$ cat src/rtl/parity_check_rx.sv
// parity_check_rx: serial even-parity receiver.
// Collects DATA_W data bits (LSB first) plus a trailing parity bit and checks
// that the XOR over all DATA_W+1 bits is zero. Each word is delivered through
// a one-entry valid/ready output register. A saturating counter tracks bad frames.
// A second completed frame that finds the output slot busy is parked in a hold
// register. The receiver stalls until the slot drains.
// Optional build macro: PARITY_CHECK_RX_DROP_BAD_EN. When it is defined, bad
// frames are counted but never delivered, and m_perr is tied low.
module parity_check_rx #(
  parameter int DATA_W = 16,
  parameter int CNT_W  = 8
) (
  input  logic              clk,
  input  logic              rst_n,
  input  logic              s_bit,
  input  logic              s_valid,
  output logic              s_ready,
  input  logic              frame_abort,
  output logic [DATA_W-1:0] m_data,
  output logic              m_perr,
  output logic              m_valid,
  input  logic              m_ready,
  output logic [CNT_W-1:0]  err_cnt,
  input  logic              cnt_clr
);

  localparam int BC_W = $clog2(DATA_W + 1);
  localparam logic [BC_W-1:0] PAR_IDX = BC_W'(DATA_W);

  typedef enum logic {COLLECT, STALL} state_t;

  state_t            state;
  state_t            state_next;
  logic [BC_W-1:0]   bit_cnt;
  logic [DATA_W-1:0] shift;
  logic              acc;
  logic [DATA_W-1:0] hold_data;
  logic [DATA_W-1:0] data_r;
  logic              valid_r;
  logic [CNT_W-1:0]  cnt_r;
`ifndef PARITY_CHECK_RX_DROP_BAD_EN
  logic              hold_perr;
  logic              perr_r;
`endif

  logic accept;
  logic complete;
  logic frame_bad;
  logic drain;
  logic slot_free;
  logic deliver;
  logic load_new;
  logic to_stall;
  logic load_held;
  logic cnt_inc;

  assign s_ready   = (state == COLLECT);
  assign accept    = s_valid & s_ready & ~frame_abort;
  assign complete  = accept & (bit_cnt == PAR_IDX);
  assign frame_bad = acc ^ s_bit;
  assign drain     = valid_r & m_ready;
  assign slot_free = ~valid_r | m_ready;
`ifdef PARITY_CHECK_RX_DROP_BAD_EN
  assign deliver   = complete & ~frame_bad;
`else
  assign deliver   = complete;
`endif
  assign load_new  = deliver & slot_free;
  assign to_stall  = deliver & ~slot_free;
  assign load_held = (state == STALL) & drain & ~frame_abort;
  assign cnt_inc   = complete & frame_bad;

  assign m_data  = data_r;
  assign m_valid = valid_r;
  assign err_cnt = cnt_r;
`ifdef PARITY_CHECK_RX_DROP_BAD_EN
  assign m_perr  = 1'b0;
`else
  assign m_perr  = perr_r;
`endif

  // State register for the collect/stall controller.
  always_ff @(posedge clk) begin
    if (!rst_n) state <= COLLECT;
    else        state <= state_next;
  end

  // Next state: park in STALL when a completed frame finds the slot busy, leave on drain or abort.
  always_comb begin
    state_next = state;
    case (state)
      COLLECT: if (to_stall) state_next = STALL;
      STALL:   if (frame_abort || drain) state_next = COLLECT;
      default: state_next = COLLECT;
    endcase
  end

  // Bit collection: shift data bits in from the top so the first bit lands at the LSB.
  always_ff @(posedge clk) begin
    if (!rst_n) begin
      bit_cnt <= '0;
      shift   <= '0;
      acc     <= 1'b0;
    end else if (frame_abort) begin
      bit_cnt <= '0;
      acc     <= 1'b0;
    end else if (accept) begin
      if (bit_cnt == PAR_IDX) begin
        bit_cnt <= '0;
        acc     <= 1'b0;
      end else begin
        shift   <= {s_bit, shift[DATA_W-1:1]};
        bit_cnt <= bit_cnt + 1'b1;
        acc     <= acc ^ s_bit;
      end
    end
  end

  // Hold register: captures a completed frame that could not enter the busy output slot.
  always_ff @(posedge clk) begin
    if (!rst_n) begin
      hold_data <= '0;
`ifndef PARITY_CHECK_RX_DROP_BAD_EN
      hold_perr <= 1'b0;
`endif
    end else if (to_stall) begin
      hold_data <= shift;
`ifndef PARITY_CHECK_RX_DROP_BAD_EN
      hold_perr <= frame_bad;
`endif
    end
  end

  // Output slot: load a fresh or held frame, otherwise drop valid once the consumer takes it.
  always_ff @(posedge clk) begin
    if (!rst_n) begin
      data_r  <= '0;
      valid_r <= 1'b0;
`ifndef PARITY_CHECK_RX_DROP_BAD_EN
      perr_r  <= 1'b0;
`endif
    end else if (load_new) begin
      data_r  <= shift;
      valid_r <= 1'b1;
`ifndef PARITY_CHECK_RX_DROP_BAD_EN
      perr_r  <= frame_bad;
`endif
    end else if (load_held) begin
      data_r  <= hold_data;
      valid_r <= 1'b1;
`ifndef PARITY_CHECK_RX_DROP_BAD_EN
      perr_r  <= hold_perr;
`endif
    end else if (drain) begin
      valid_r <= 1'b0;
    end
  end

  // Bad-frame counter: saturates at all-ones; a clear that meets an increment leaves 1.
  always_ff @(posedge clk) begin
    if (!rst_n)                  cnt_r <= '0;
    else if (cnt_clr)            cnt_r <= CNT_W'(cnt_inc);
    else if (cnt_inc && !(&cnt_r)) cnt_r <= cnt_r + 1'b1;
  end

endmodule
$ cat config.mk
export PLATFORM = sky130hd
export DESIGN_NAME = parity_check_rx
export DESIGN_NICKNAME = d
export VERILOG_FILES = /design/src/rtl/parity_check_rx.sv
export SDC_FILE = /design/constraint.sdc
export NUM_CORES = 1
export LEC_CHECK = 0
export BUFFER_PORTS_ARGS = -buffer_cell sky130_fd_sc_hd__buf_2
export CORE_ASPECT_RATIO = 1.5
export CORE_MARGIN = 8
export CORE_UTILIZATION = 50
export CTS_CLUSTER_SIZE = 8
export DETAILED_ROUTE_END_ITERATION = 16
export HOLD_SLACK_MARGIN = 0.03
export PLACE_DENSITY = 0.67
export RECOVER_POWER = 100
export REMOVE_ABC_BUFFERS = 1
export SLEW_MARGIN = 20
export SYNTH_ARGS = -nofsm -noshare
export SYNTH_HDL_FRONTEND = slang
export SYNTH_SLANG_ARGS = --single-unit
$ cat constraint.sdc
create_clock -name clk -period 5.3 [get_ports clk]
set_clock_uncertainty 0.2 [all_clocks]
set_input_delay 1.06 -clock clk [delete_from_list [all_inputs] [get_ports clk]]
set_output_delay 1.06 -clock clk [all_outputs]
set_load 0.005 [all_outputs]
* Word-level counts from Yosys, hierarchy flattened *
Cells that the tools add are included.

word-level totals
  input port bits = 7
  logic and storage cells = 55
  output and inout port bits = 27
  flip-flop bits (word level) = 66

cells by class
  equality and inequality tests = 1
  reduce and logical (&&, ||, !) cells = 10
  multiplexer cells = 14
  bitwise gates (word level) = 17
  $add $sub $neg = 2

operator list
  cell                 number
  $mux 16              2
  $mux 1               10
  $and 1x1->1          9
  $add 8x1->8 const B  1
  $reduce_and 8->1     1
  $not 1->1            6
  $add 5x1->5 const B  1
  $eq 5x5->1 const B   1
  $mux 5               1
  $reduce_bool 2->1    2
  $reduce_or 2->1      2
  $reduce_and 3->1     1
  $reduce_bool 3->1    1
  $pmux 1 s2           1
  $logic_and 1x1->1    1
  $logic_not 1->1      1
  $logic_or 1x1->1     1
  $or 1x1->1           1
  $xor 1x1->1          1

* Depth between registers and ports, before layout *
Gate-level depths: netlist of run 1.

  depth after elaboration = 8
  gate-level depth with buffers = 9
  mapped depth without buffers = 6

* Worst setup path after synthesis of run 1 *
Ideal clock, no wire load.

  path kind = input to register
  from = input s_bit
  to = register cnt_r[3] (netlist: err_cnt[3])
  cell stages on the path = 5
  setup time = 70 ps
  setup slack = 2,944 ps
  data arrival time = 2,086 ps
  path buffers = 1
  cells stage by stage = xor2_1 o2111ai_2 buf_6 or3_1 a21oi_1

on the way
  longest elaborated chain between the ends = 3

ends and longest elaborated chain
  element               line  RTL
  start, declared       15    input logic s_bit,
  $xor 1x1->1           60    assign frame_bad = acc ^ s_bit;
  $and 1x1->1           71    assign cnt_inc = complete & frame_bad;
  $logic_and 1x1->1     163   else if (cnt_inc && !(&cnt_r)) cnt_r <= cnt_r + 1'b1;
  end signal, assigned  162   else if (cnt_clr) cnt_r <= CNT_W'(cnt_inc);
  end signal, assigned  163
  end, declared         40    logic [CNT_W-1:0] cnt_r;

Every way passes these cells.
A chain may end at the register's enable or synchronous reset.

* Final worst setup path of run 1 *
  from = input frame_abort
  to = register cnt_r[7] (netlist: err_cnt[7])

on the way
  longest elaborated chain between the ends = 5

ends and longest elaborated chain
  element                     line  RTL
  start, declared             18    input logic frame_abort,
  $not 1->1 (no source line)  -
  $and 1x1->1                 58    assign accept = s_valid & s_ready & ~frame_abort;
  $and 1x1->1                 59    assign complete = accept & (bit_cnt == PAR_IDX);
  $and 1x1->1                 71
  $logic_and 1x1->1           163

Every way passes these cells.

==> results of run 1 <==
-- placed cells by master (no fill, tap or decap), types with 3 or more instances in the layout --
master,count
sky130_fd_sc_hd__a211oi_1,18
sky130_fd_sc_hd__nand2b_1,4
sky130_fd_sc_hd__and3_1,3
sky130_fd_sc_hd__buf_2,15
sky130_fd_sc_hd__clkbuf_8,10
sky130_fd_sc_hd__mux2i_1,18
sky130_fd_sc_hd__nor2_1,26
sky130_fd_sc_hd__a21oi_1,41
sky130_fd_sc_hd__inv_1,4
sky130_fd_sc_hd__nand3_1,5
sky130_fd_sc_hd__or3_1,3
sky130_fd_sc_hd__ha_1,3
sky130_fd_sc_hd__o21ai_0,4
sky130_fd_sc_hd__nand2_1,66
sky130_fd_sc_hd__dfxtp_1,66
sky130_fd_sc_hd__clkbuf_1,23
-- stage by stage --
step             util  hold slack [ns]  worst slack, ns  total power, W
6_report       0.5633           0.2555            1.723       0.0008816
3_5_place_dp   0.5393           0.2477            2.044       0.0005326
3_3_place_gp   0.5393           0.2421            2.092       0.0005325
5_1_grt        0.5633           0.2732            1.334       0.0009155
4_1_cts        0.5704           0.2567            2.369       0.0008927
2_1_floorplan       -           0.2357            2.529       0.0005223
-- power groups by stage --
stage	sequential, W	clock [W]	combinational (W)
2_1_floorplan	0.000509	0	0.0000136
3_3_place_gp	0.000509	0	0.0000236
4_1_cts	0.000498	0.000371	0.0000239
3_5_place_dp	0.000509	0	0.0000236
5_1_grt	0.000498	0.000392	0.0000256
6_report	0.000498	0.000361	0.0000227
-- routing by layer --
metal	wire length (um)	vias up	part of all wire	global-route usage
met5	0	-	0	0
met4	55	0	0.0097	0.06215
met2	2749	42	0.49	0.2311
met1	2598	1053	0.46	0.1721
met3	242	6	0.043	0.05236
li1	-	1144	-	-
-- layout make-up --
class | instances | area [um2]
inverters | 5 | 18.77
repair buffers | 36 | 161.4
fillers | 506 | 2326
flip-flops and latches | 66 | 1321
clock buffers | 14 | 152.6
multi-input cells | 220 | 1246
well taps | 70 | 87.58
clock inverters | 2 | 12.51
-- flip-flops by register name, indices dropped and copies added, names as in the netlist --
register,cells
acc,1
bit_cnt,5
err_cnt,8
hold_data,16
hold_perr,1
m_data,16
m_perr,1
m_valid,1
shift,16
state,1
-- worst min-delay path, stage by stage, from the launching register on --
cell and delay [ns]:
sky130_fd_sc_hd__dfxtp_1 0.31, sky130_fd_sc_hd__nand2_1 0.05, sky130_fd_sc_hd__a21oi_1 0.05
-- worst max path at each step --
stage | depth (start not counted) | slack (ns) | start | to
after floorplan | 4 | 2.53 | s_valid | err_cnt[5]$_SDFFE_PP0P_
after global placement | 5 | 2.09 | frame_abort | m_data[14]$_SDFFE_PN0P_
after detailed placement | 4 | 2.04 | frame_abort | m_data[4]$_SDFFE_PN0P_
after CTS | 4 | 2.37 | frame_abort | m_data[4]$_SDFFE_PN0P_
after global routing | 5 | 1.33 | frame_abort | err_cnt[7]$_SDFFE_PP0P_
final | 5 | 1.72 | frame_abort | err_cnt[7]$_SDFFE_PP0P_
-- kinds of logic after synthesis --
| kind of cell | Yosys count |
|---|---|
| adder cells (fa/ha/maj) | 3 |
| AND/OR/NAND/NOR | 121 |
| AO/OA/AOI/OAI | 76 |
| buffers and inverters | 25 |
| multiplexers | 18 |
| flip-flops | 66 |
| XOR/XNOR | 2 |
==> run summary, run 1 <==
The count of pins over their slew limit is 0. The total internal power came out at 0.0006849 W. The number of standard cells in the layout, taps in and fillers out is 413. Broken down by cell family, the worst path's largest delay share belongs to simple AND/OR/NAND/NOR gates. The largest driver fanout on the critical path is 12. The async set-or-reset flop fraction in the synthesized netlist came out at 0.

The post-route cell area is 3000 um2. The via count of the first global-routing pass is 2079. After layout, the minimum clock period comes to 3.577 ns. Yosys attributes the largest share of cell area to sky130_fd_sc_hd__dfxtp_1, sky130_fd_sc_hd__nand2_1, sky130_fd_sc_hd__a21oi_1.

The relative area change from synthesis to final layout came out at 10.92%. The cell type with the largest total area after synthesis is sky130_fd_sc_hd__dfxtp_1. The share of the clock period used by the worst path came out at 0.6750. The final hold violation count came to 0. Together, buffers and inverters on the worst path number 1. The compound-cell area share of the yosys netlist was 0.1748. The proportion of netlist area held by the largest area contributor is 0.4884. Of the total synthesized cell area, the portion taken by XOR and XNOR cells is 0.006475.

The number of cells in the design after placement is 397. The placeable core area is 5326 um2. The total DRC errors in the routed layout came out at 0. The data arrival time of the critical path came out at 3.64 ns. The number of levels in the clock H-tree came out at 3. The vias after detailed routing came out at 2245. The placed instances occupy a cell area of 2873 um2. The number of buffers on the longest clock path is 2. The number of enable flip-flop cells after synthesis came out at 0.

Entering global routing, the biggest net connects 53 pins. The worst reg2reg path endpoint is err_cnt[7]$_SDFFE_PP0P_. The initial standard-cell utilization of the core is 0.5079. The total setup buffers inserted after CTS came out at 0. The half-perimeter wire length of the detailed placement result came out at 3568 um. The most common flop cell mapped by yosys is sky130_fd_sc_hd__dfxtp_1. The number of diodes added for antenna fixing is 0. The startpoint identified for the worst register-to-register timing path is state$_SDFF_PN0_. The number of detailed-route iterations in the first pass came out at 4. The critical path goes through clkbuf_1 > nor3b_1 > o2111ai_1 > or4_1 > a21oi_1. The number of distinct standard cells referenced by the synthesized netlist came out at 41.

The critical path required time is 5.37 ns. The sequential share of power is 0.565. The total global routing track utilization is 0.1451. By count the netlist is led by sky130_fd_sc_hd__dfxtp_1, sky130_fd_sc_hd__nand2_1, sky130_fd_sc_hd__a21oi_1, sky130_fd_sc_hd__nor2_1. The maximum vdd drop is 181.3 uV. The post-route antenna net violation count came out at 0. The critical path's slowest cell is sky130_fd_sc_hd__nor3b_1. The endpoint kind of the worst setup timing path is a register. The number of top-level pins is 34. After synthesis, the largest family of logic cells by area is simple AND/OR/NAND/NOR gates. Row generation in the floorplan step produced 33 rows. The run finished with clean final reports. The congestion estimate from routability-driven global placement came to 0.8140.

The share of synthesized area spent on multiplexers came out at 0.06660. For this block, the routed nets add up to 5646 um of wire. For this block, the initial DRC count from the detailed router was 107.

The remaining global-route overflow is 0. The fraction of power consumed by the clock network is 0.410. The worst-case headroom to the max-slew limit is 0.1690. The power per cell area came out at 293.8 nW/um2.

Setup repair after global routing left no endpoint under its margin. The combined area of all synthesized cells is 2705 um2. The share of the Yosys chip area taken by registers is 0.4884. The worst stage delay on the critical path came out at 1.00 ns. Of the total synthesized cell area, the portion taken by AND, OR, NAND and NOR gates is 0.2031. Across all register-to-register paths, the minimum setup slack is 2.22 ns.

The kind of launch point of the worst setup path is a primary input. The number of clock buffers inserted by TritonCTS came out at 9. In this run the vertical extent of the chip is 106.1 um. The upper clock frequency limit is 279.5 MHz.

The sum of negative setup slack came out at 0 ns. For this design, the sink count on the clock tree is 66. Of the total power, the share spent switching nets is 0.2232. The floorplan die area is 8068 um2. The initial antenna violation count came to 0. The wire length of the first global-routing pass is 9804 um. During placement, the flow inserted port buffers numbering 33. The net switching power figure came out at 0.0001967 W.

The number of cell instances on the worst register-to-register path is 4. The number of maximum-capacitance violations came out at 0. After technology mapping, the gate count stands at 311. The final setup violation count came out at 0.

The cell sitting at the root of the clock tree is a sky130_fd_sc_hd__clkbuf_8. The number of warning messages in the yosys log is 0. The part of the total power dissipated in combinational logic is 0.026. Of the total synthesized cell area, the portion taken by full adders, half adders and majority gates is 0.01388. The hold-fix buffer count after cts came out at 0. The actual transition at the worst max-transition pin is 1.244 ns.

The average routed wire per standard cell is 13.67 um. In this run, synthesis produced a sequential element count of 66. The via density per instance is 5.436.

The kind of critical path is primary input to register. In this run the mean area of a mapped cell was 8.698 um2. The origin of the worst min-delay path is hold_data[1]$_SDFFE_PN0P_.

At the end of the flow, the number of nets in the layout was 348. TritonCTS built the clock tree. The clock reaches the later pin of the worst-skew pair after 0.33 ns. The reported leakage power came out at 1.171 nW. The min-delay analysis places its worst path in the category register to register. The worst hold path cell count is 2. The die boundary width came out at 76.06 um.

After clock tree synthesis, the clock-pin slew on the worst setup and hold paths is 0.07 ns. For hold timing, the worst endpoint is hold_data[1]$_SDFFE_PN0P_. The fraction of final layout cells with drive strength greater than 1 is 0.09329. Once the clock tree was built, the resizer swapped 0 gates to a different size.
No activity file was read; power rests on OpenSTA's default activity.
==> inputs of run 2 (changes only) <==
--- a/config.mk
+++ b/config.mk
@@ -5,6 +5,7 @@
 export SDC_FILE = /design/constraint.sdc
 export NUM_CORES = 1
 export LEC_CHECK = 0
+export ABC_AREA = 1
 export BUFFER_PORTS_ARGS = -buffer_cell sky130_fd_sc_hd__buf_2
 export CORE_ASPECT_RATIO = 1.5
 export CORE_MARGIN = 8
==> constraint.sdc (replaced) <==
create_clock -name clk -period 3.4 [get_ports clk]
set_clock_uncertainty 0.2 [all_clocks]
set_input_delay 0.68 -clock clk [delete_from_list [all_inputs] [get_ports clk]]
set_output_delay 0.68 -clock clk [all_outputs]
set_load 0.005 [all_outputs]
==> run 2 against run 1 <==
  * Sequential share of layout area down 3.5 points
  * Cell area up 8.5%
  * Clock power up 110%
  * Sequential cell count unchanged
  * Global-route usage up 1.6 points
  * Hold slack better by 0.0090 ns
  * Via count up 16%
  * Utilization up 0.78 points
==> run summary, run 2 <==
The run finished with clean final reports. The count of pins over their slew limit is 0. Of the cells placed in the final design, the portion with a size suffix greater than 1 is 0.1213. Setup repair after global routing left no endpoint under its margin. For this run, the leading register cell type out of synthesis is sky130_fd_sc_hd__dfxtp_1.

The clock sink total came out at 66. Post-CTS timing repair inserted 0 buffers for setup. The number of cells in the design after placement came out at 493.

The number of detailed-route iterations in the first pass is 4. Leaving out fill and tap cells, the most frequent cells in the layout are sky130_fd_sc_hd__nand2_1, sky130_fd_sc_hd__nor2_1, sky130_fd_sc_hd__dfxtp_1. The fraction of power consumed by the clock network came out at 0.466. After detailed routing, the average wire length per cell comes to 12.74 um. The placeable core area is 5700 um2. The min-delay analysis places its worst path in the category register to register.

The final weighted congestion of routability-driven global placement is 0.7910. In this run the static leakage power is 1.421 nW. The utilization of the core after routing is 0.5711. The wire length of the first global-routing pass came out at 11190 um. The number of warning messages in the yosys log is 0. The sum of negative setup slack came out at 0 ns. The relative area change from synthesis to final layout is 11.96%. The net switching power figure is 0.0003600 W.

The post-route cell area came out at 3256 um2. The final setup violation count came out at 0. Synthesis produced 403 cells. The first-iteration detailed-routing DRC count came out at 199. The worst stage delay on the critical path came out at 0.69 ns. The number of buffer and inverter instances along the worst setup path is 3. Summed over all instances, the cell type with the most area after synthesis is sky130_fd_sc_hd__dfxtp_1. Entering global routing, the biggest net connects 35 pins. After detailed routing, the number of vias per cell comes to 5.100.

The worst-case headroom to the max-slew limit is 0.5380. Buffers inserted to repair hold after CTS numbered 0. The share of the clock period used by the worst path came out at 0.7383.

The initial antenna violation count came out at 0. The repair_antennas step left the layout with diodes totalling 0. The post-layout minimum cycle time is 2.510 ns. The switching part of the total is 0.2257.

The number of buffer cells added on primary ports is 33. The count of nets left with antenna violations once routing finished came out at 0. After synthesis, the mean cell area works out to 7.215 um2. Wires add up to 6484 um. TritonCTS built the clock tree. Across all layers, the routed design uses 2596 vias.

Of all nets on the critical path, the largest fanout is 19. The actual transition at the worst max-transition pin is 0.6922 ns. The total DRC errors in the routed layout is 0. The total internal power came out at 0.001235 W.

After synthesis, the cell types taking the most area are sky130_fd_sc_hd__dfxtp_1, sky130_fd_sc_hd__nand2_1, sky130_fd_sc_hd__nor2_1. Counting the buffers created by CTS gives 9. Counting flops with a built-in enable in the synthesized netlist gives 0. The via count of the first global-routing pass is 2504. The final net count is 442. The sequential share of power came out at 0.500. The worst setup path is launched from a register. The number of levels in the clock H-tree came out at 3. In this run the deepest clock path goes through 2 buffers. Of all flip-flops after synthesis, the portion carrying an async set or reset was 0. The number of distinct standard cells referenced by the synthesized netlist came out at 28. The remaining global-route overflow is 0. In the post-synthesis netlist, the cell with the most instances is sky130_fd_sc_hd__nand2_1. The root buffer cell chosen for the clock tree is sky130_fd_sc_hd__clkbuf_8.

The sequential cell area fraction in the yosys report is 0.4544. The area taken by flip-flops and latches is 1321 um2. Hold is met by 0.2645 ns. The number of maximum-capacitance violations came out at 0. Counting stages on the worst path, the most repeated cell is sky130_fd_sc_hd__nand2_1. In this run, post-CTS repair resized a total of 0 instances. Leaving out fill and tap cells, the most frequent cell in the layout is sky130_fd_sc_hd__nand2_1. For the worst setup path, the data required time is 3.48 ns.

Counting instances in the post-synthesis netlist gives the leading cell types as sky130_fd_sc_hd__nand2_1, sky130_fd_sc_hd__nor2_1, sky130_fd_sc_hd__dfxtp_1, sky130_fd_sc_hd__nand3_1, sky130_fd_sc_hd__a21oi_1. The largest individual stage delay along the critical path comes from the cell sky130_fd_sc_hd__inv_1. Traced cell by cell, the critical path runs through inv_1 > ha_1 > nand2_1 > inv_1 > nand2_1 > nand2_1 > inv_1 > nand2_1 > a21oi_1. In this run the power density over the cells is 490.0 nW/um2. The cell area that synthesis handed to floorplanning was 2908 um2. The die boundary width came out at 78.27 um. The post-placement cell area is 3068 um2. The maximum vdd drop is 289.9 uV. The final hold violation count came out at 0.

The kind of critical path is register to register. On the critical path the largest part of the delay comes from buffers and inverters. The worst-skew pair later-pin latency is 0.35 ns. The number of standard cells in the layout, taps in and fillers out came out at 509. STA classifies the critical path endpoint as a register. The layout has 580 filler cells. The footprint of the multi-input gates is 1349 um2. The number of top-level pins came out at 34. The upper clock frequency limit came out at 398.4 MHz. Detailed placement ended at an HPWL of 4249 um. The number of rows created at floorplan came out at 34.

The proportion of netlist area held by the largest area contributor came out at 0.4544. The die span in y is 109.4 um. The share of total power dissipated in combinational logic is 0.034. The initial standard-cell utilization of the core came out at 0.5101. The die covers 8562 um2. Counting flops and latches in the post-synthesis netlist gives 66. After clock tree synthesis, the clock-pin slew on the worst setup and hold paths is 0.07 ns.

The total global routing track utilization came out at 0.1609. The data arrival time of the critical path is 2.59 ns.
## run 2: area by class of cell
class | count | share of cell area
clock buffer | 10 | 0.04228
clock inverter | 6 | 0.02767
inverter | 23 | 0.02690
multi-input combinational | 295 | 0.4143
sequential | 66 | 0.4058
tap | 72 | 0.02767
timing repair buffer | 37 | 0.05534
## run 2: final timing paths
kind                             start                   endpoint  slack [ns]  depth (start not counted)
max            bit_cnt[0]$_SDFFE_PP0N_    bit_cnt[2]$_SDFFE_PP0N_        0.89                          9
min          hold_data[9]$_SDFFE_PN0P_  hold_data[9]$_SDFFE_PN0P_        0.26                          2
max reg2reg    bit_cnt[0]$_SDFFE_PP0N_    bit_cnt[2]$_SDFFE_PP0N_        0.89                          9
min reg2reg  hold_data[9]$_SDFFE_PN0P_  hold_data[9]$_SDFFE_PN0P_        0.26                          2
## run 2: power groups by stage
stage | Clock (W) | Sequential [W] | Combinational (W)
finish | 0.000743 | 0.000798 | 0.0000547
floorplan | 0 | 0.000812 | 0.0000338
detailed placement | 0 | 0.000816 | 0.0000558
global route | 0.000788 | 0.000800 | 0.0000638
CTS | 0.000755 | 0.000798 | 0.0000563
global placement | 0 | 0.000816 | 0.0000547
## run 2: routing by layer
layer,wire length [um],up-vias,global-route usage
met3,319,11,0.04092
met2,3324,43,0.2900
met5,0,-,0
li1,-,1342,-
met4,124,0,0.07979
met1,2716,1200,0.1696
## run 2: logic make-up after synthesis
kind of cell	Yosys count	synth area share
DFF	66	0.4544
xor gates and xnor gates	5	0.01506
adders and majority gates	3	0.01291
and+or+nand+nor	237	0.3576
buffers and inverters	42	0.07314
AOI/OAI and AO/OA	50	0.08692
## run 2: worst reg2reg max path, cell delays in order (launching register included)
cell and delay, ns:
sky130_fd_sc_hd__dfxtp_1 0.35, sky130_fd_sc_hd__inv_1 0.08, sky130_fd_sc_hd__ha_1 0.19, sky130_fd_sc_hd__nand2_1 0.06, sky130_fd_sc_hd__inv_1 0.03, sky130_fd_sc_hd__nand2_1 0.16
sky130_fd_sc_hd__nand2_1 0.42, sky130_fd_sc_hd__inv_1 0.69, sky130_fd_sc_hd__nand2_1 0.11, sky130_fd_sc_hd__a21oi_1 0.15
## run 2: metrics by stage
step	setup slack (ns)	power, W
after CTS	1.378	0.001609
after global routing	0.6195	0.001652
after detailed placement	1.109	0.0008716
final	0.8899	0.001595
after floorplan	1.048	0.0008455
after global placement	1.163	0.0008707
==> inputs of run 3 (changes only) <==
==> constraint.sdc (replaced) <==
create_clock -name clk -period 2.4 [get_ports clk]
set_clock_uncertainty 0.2 [all_clocks]
set_input_delay 0.48 -clock clk [delete_from_list [all_inputs] [get_ports clk]]
set_output_delay 0.48 -clock clk [all_outputs]
set_load 0.005 [all_outputs]
==> run 3 against run 2 <==
  * Final cell count increased by 0.20%
  * Sequential share of layout area fell by 0.25 points
  * Die area is the same
  * Hold slack worse by 0.026 ns
  * Clock power rose by 36%
  * Register-to-register slack worse by 0.57 ns
  * Fmax up 21%
  * Sequential cell count unchanged
  * Global-route usage is 0.21 points higher
  * Utilization grew 0.35 points
  * Largest cell class unchanged
  * Highest routed layer unchanged
==> run summary, run 3 (synthesized netlist as in run 2, its figures left out) <==
The actual transition at the worst max-transition pin came out at 0.4876 ns. The maximum vdd drop came out at 389.7 uV. The reported leakage power came out at 1.421 nW. The flow ran to the end, and the final reports show no timing, DRC or antenna violations.

The worst-skew pair later-pin latency came out at 0.33 ns. After detailed placement, the total cell area comes to 3075 um2. The number of antenna diodes in the final layout is 0. The worst-case headroom to the max-slew limit is 0.6746. The most common cell after layout, fill and taps aside is sky130_fd_sc_hd__nand2_1. The via density per instance is 5.004.

The floorplan step set the die height to 109.4 um. The fill cell total of the finished layout is 599. At the worst endpoint, the required time is 2.46 ns. The initial standard-cell utilization of the core came out at 0.5101. The post-route cell area came out at 3276 um2. The worst setup path is of the register to register kind. Global routing finished with a remaining overflow of 0.

The fraction of final layout cells with drive strength greater than 1 came out at 0.1301. The total internal power is 0.001718 W. The post-layout minimum cycle time came out at 2.078 ns. The H-tree was split into 3 levels. The beginning of the worst register-to-register path is bit_cnt[0]$_SDFFE_PP0N_.

The worst setup path is captured at a register. For this run, the detailed router's first-pass iteration total came to 4. The path with the worst hold slack has its endpoint at shift[15]$_SDFFE_PN0P_.

The kind of launch point of the worst setup path is a register. The number of clock buffers inserted by TritonCTS came out at 9. The post-route antenna net violation count came out at 0.

The part of the total power dissipated in combinational logic came out at 0.035. The count of pins over their slew limit came out at 0. Compared with the post-synthesis result, the final layout area differs by 12.65%. In the final routed layout, each cell accounts on average for 12.81 um. The number of top-level pins is 34.

The analysis attributes to net switching a power of 0.0005023 W. The placeable core area came out at 5700 um2. The sum of negative setup slack came out at 0 ns. The sequential share of power is 0.509. Derived from the worst setup path, the maximum achievable clock frequency is 481.3 MHz.

For this run, design rule violations remaining after detail routing come to 0. Summing all multi-input logic gate instances after layout gives 1371 um2. The half-perimeter wire length of the detailed placement result is 4342 um.

Across the run, the number of max-cap violations was 0. The number of buffer cells added on primary ports is 33. The initial antenna violation count came out at 0. Post-CTS timing repair inserted 0 buffers for setup. The worst hold path passes through 3 cells. Clock-pin slew was measured on the worst setup and hold paths at 0.07 ns. The via count of the first global-routing pass is 2523. The root buffer cell chosen for the clock tree is sky130_fd_sc_hd__clkbuf_8. The total global routing track utilization came out at 0.1630. Entering global routing, the biggest net connects 35 pins. The final setup violation count came out at 0. CTS saw 66 sinks. The path category of the worst min-delay check is primary input to register. Of the total power, the share spent switching nets is 0.2262.

The worst hold path begins at s_bit. Setup repair after global routing left no endpoint under its margin. The largest driver fanout on the critical path came out at 18.

In the layout the commonest cells are sky130_fd_sc_hd__nand2_1, sky130_fd_sc_hd__nor2_1, sky130_fd_sc_hd__dfxtp_1. The number of gates resized after cts came out at 0. The final hold violation count came out at 0. Dividing the final minimum period by the clock period gives 0.8657.

The area taken by flip-flops and latches is 1321 um2. The setup slack of the most critical reg-to-reg path came out at 0.32 ns. The sum of routed wire length over all layers is 6532 um. The hold-fix buffer count after cts came out at 0. After the last flow step, the layout net total stands at 443. The routed layout has 2552 vias. The data arrival time of the critical path is 2.14 ns. At the end of routability-driven placement, the weighted congestion stood at 0.7939. The power per cell area is 677.9 nW/um2. In this run the critical register-to-register path is captured at err_cnt[4]$_SDFFE_PP0P_. The wire length of the first global-routing pass came out at 11270 um. The die boundary width came out at 78.27 um. TritonCTS built the clock tree. The number of rows created at floorplan came out at 34. The worst register-to-register path has a depth of 10. The first routing iteration left 142 violations. The number of buffers on the longest clock path is 2. The fraction of power consumed by the clock network is 0.455. The floorplan die area came out at 8562 um2.
[run 3: worst max-delay path, stage by stage, from the launching register on]
cell	delay (ns)
sky130_fd_sc_hd__dfxtp_1	0.33
sky130_fd_sc_hd__inv_1	0.09
sky130_fd_sc_hd__ha_1	0.16
sky130_fd_sc_hd__nand2_1	0.06
sky130_fd_sc_hd__inv_1	0.05
sky130_fd_sc_hd__nand2_1	0.16
sky130_fd_sc_hd__nor2_8	0.31
sky130_fd_sc_hd__nand3_4	0.19
sky130_fd_sc_hd__clkinvlp_2	0.24
sky130_fd_sc_hd__nand2_1	0.08
sky130_fd_sc_hd__a21oi_1	0.14
[run 3: power by group through the flow]
stage	registers, W	logic (W)	clock network [W]
2_1_floorplan	0.00115	0.0000478	0
3_3_place_gp	0.00116	0.0000773	0
3_5_place_dp	0.00116	0.0000795	0
4_1_cts	0.00113	0.0000795	0.00104
5_1_grt	0.00113	0.0000911	0.00108
6_report	0.00113	0.0000785	0.00101
[run 3: layout make-up]
class / instances / share of cell area
multi-input combinational: 295 / 0.4186
sequential: 66 / 0.4034
timing repair buffer: 38 / 0.05730
clock buffer: 9 / 0.03782
clock inverter: 7 / 0.02865
tap: 72 / 0.02750
inverter: 23 / 0.02674
[run 3: per-layer routing]
layer	up-vias	routed length (um)	GRT usage	share of wire
li1	1339	-	-	-
met1	1183	2853	0.1667	0.44
met2	23	3403	0.3036	0.52
met3	7	160	0.03682	0.024
met4	0	114	0.07979	0.017
met5	-	0	0	0
[run 3: worst max path at each step]
stage                                 start                    endpoint  slack, ns
floorplan                           m_ready     m_data[13]$_SDFFE_PN0P_       0.25
global placement                frame_abort      m_data[4]$_SDFFE_PN0P_       0.43
detailed placement              frame_abort      m_data[7]$_SDFFE_PN0P_       0.38
CTS                 bit_cnt[0]$_SDFFE_PP0N_  hold_data[14]$_SDFFE_PN0P_       0.45
global route        bit_cnt[0]$_SDFFE_PP0N_     err_cnt[4]$_SDFFE_PP0P_       0.14
finish              bit_cnt[0]$_SDFFE_PP0N_     err_cnt[4]$_SDFFE_PP0P_       0.32
[run 3: per-stage QoR]
step / hold slack, ns / util / std cells / power (W) / worst slack [ns]
floorplan: 0.2410 / - / 384 / 0.001198 / 0.2482
global placement: 0.2488 / 0.5395 / 494 / 0.001233 / 0.4325
detailed placement: 0.2542 / 0.5395 / 494 / 0.001236 / 0.3834
CTS: 0.2214 / 0.5777 / 510 / 0.002247 / 0.4503
global route: 0.2800 / 0.5746 / 510 / 0.002308 / 0.1367
finish: 0.2387 / 0.5746 / 510 / 0.002221 / 0.3222
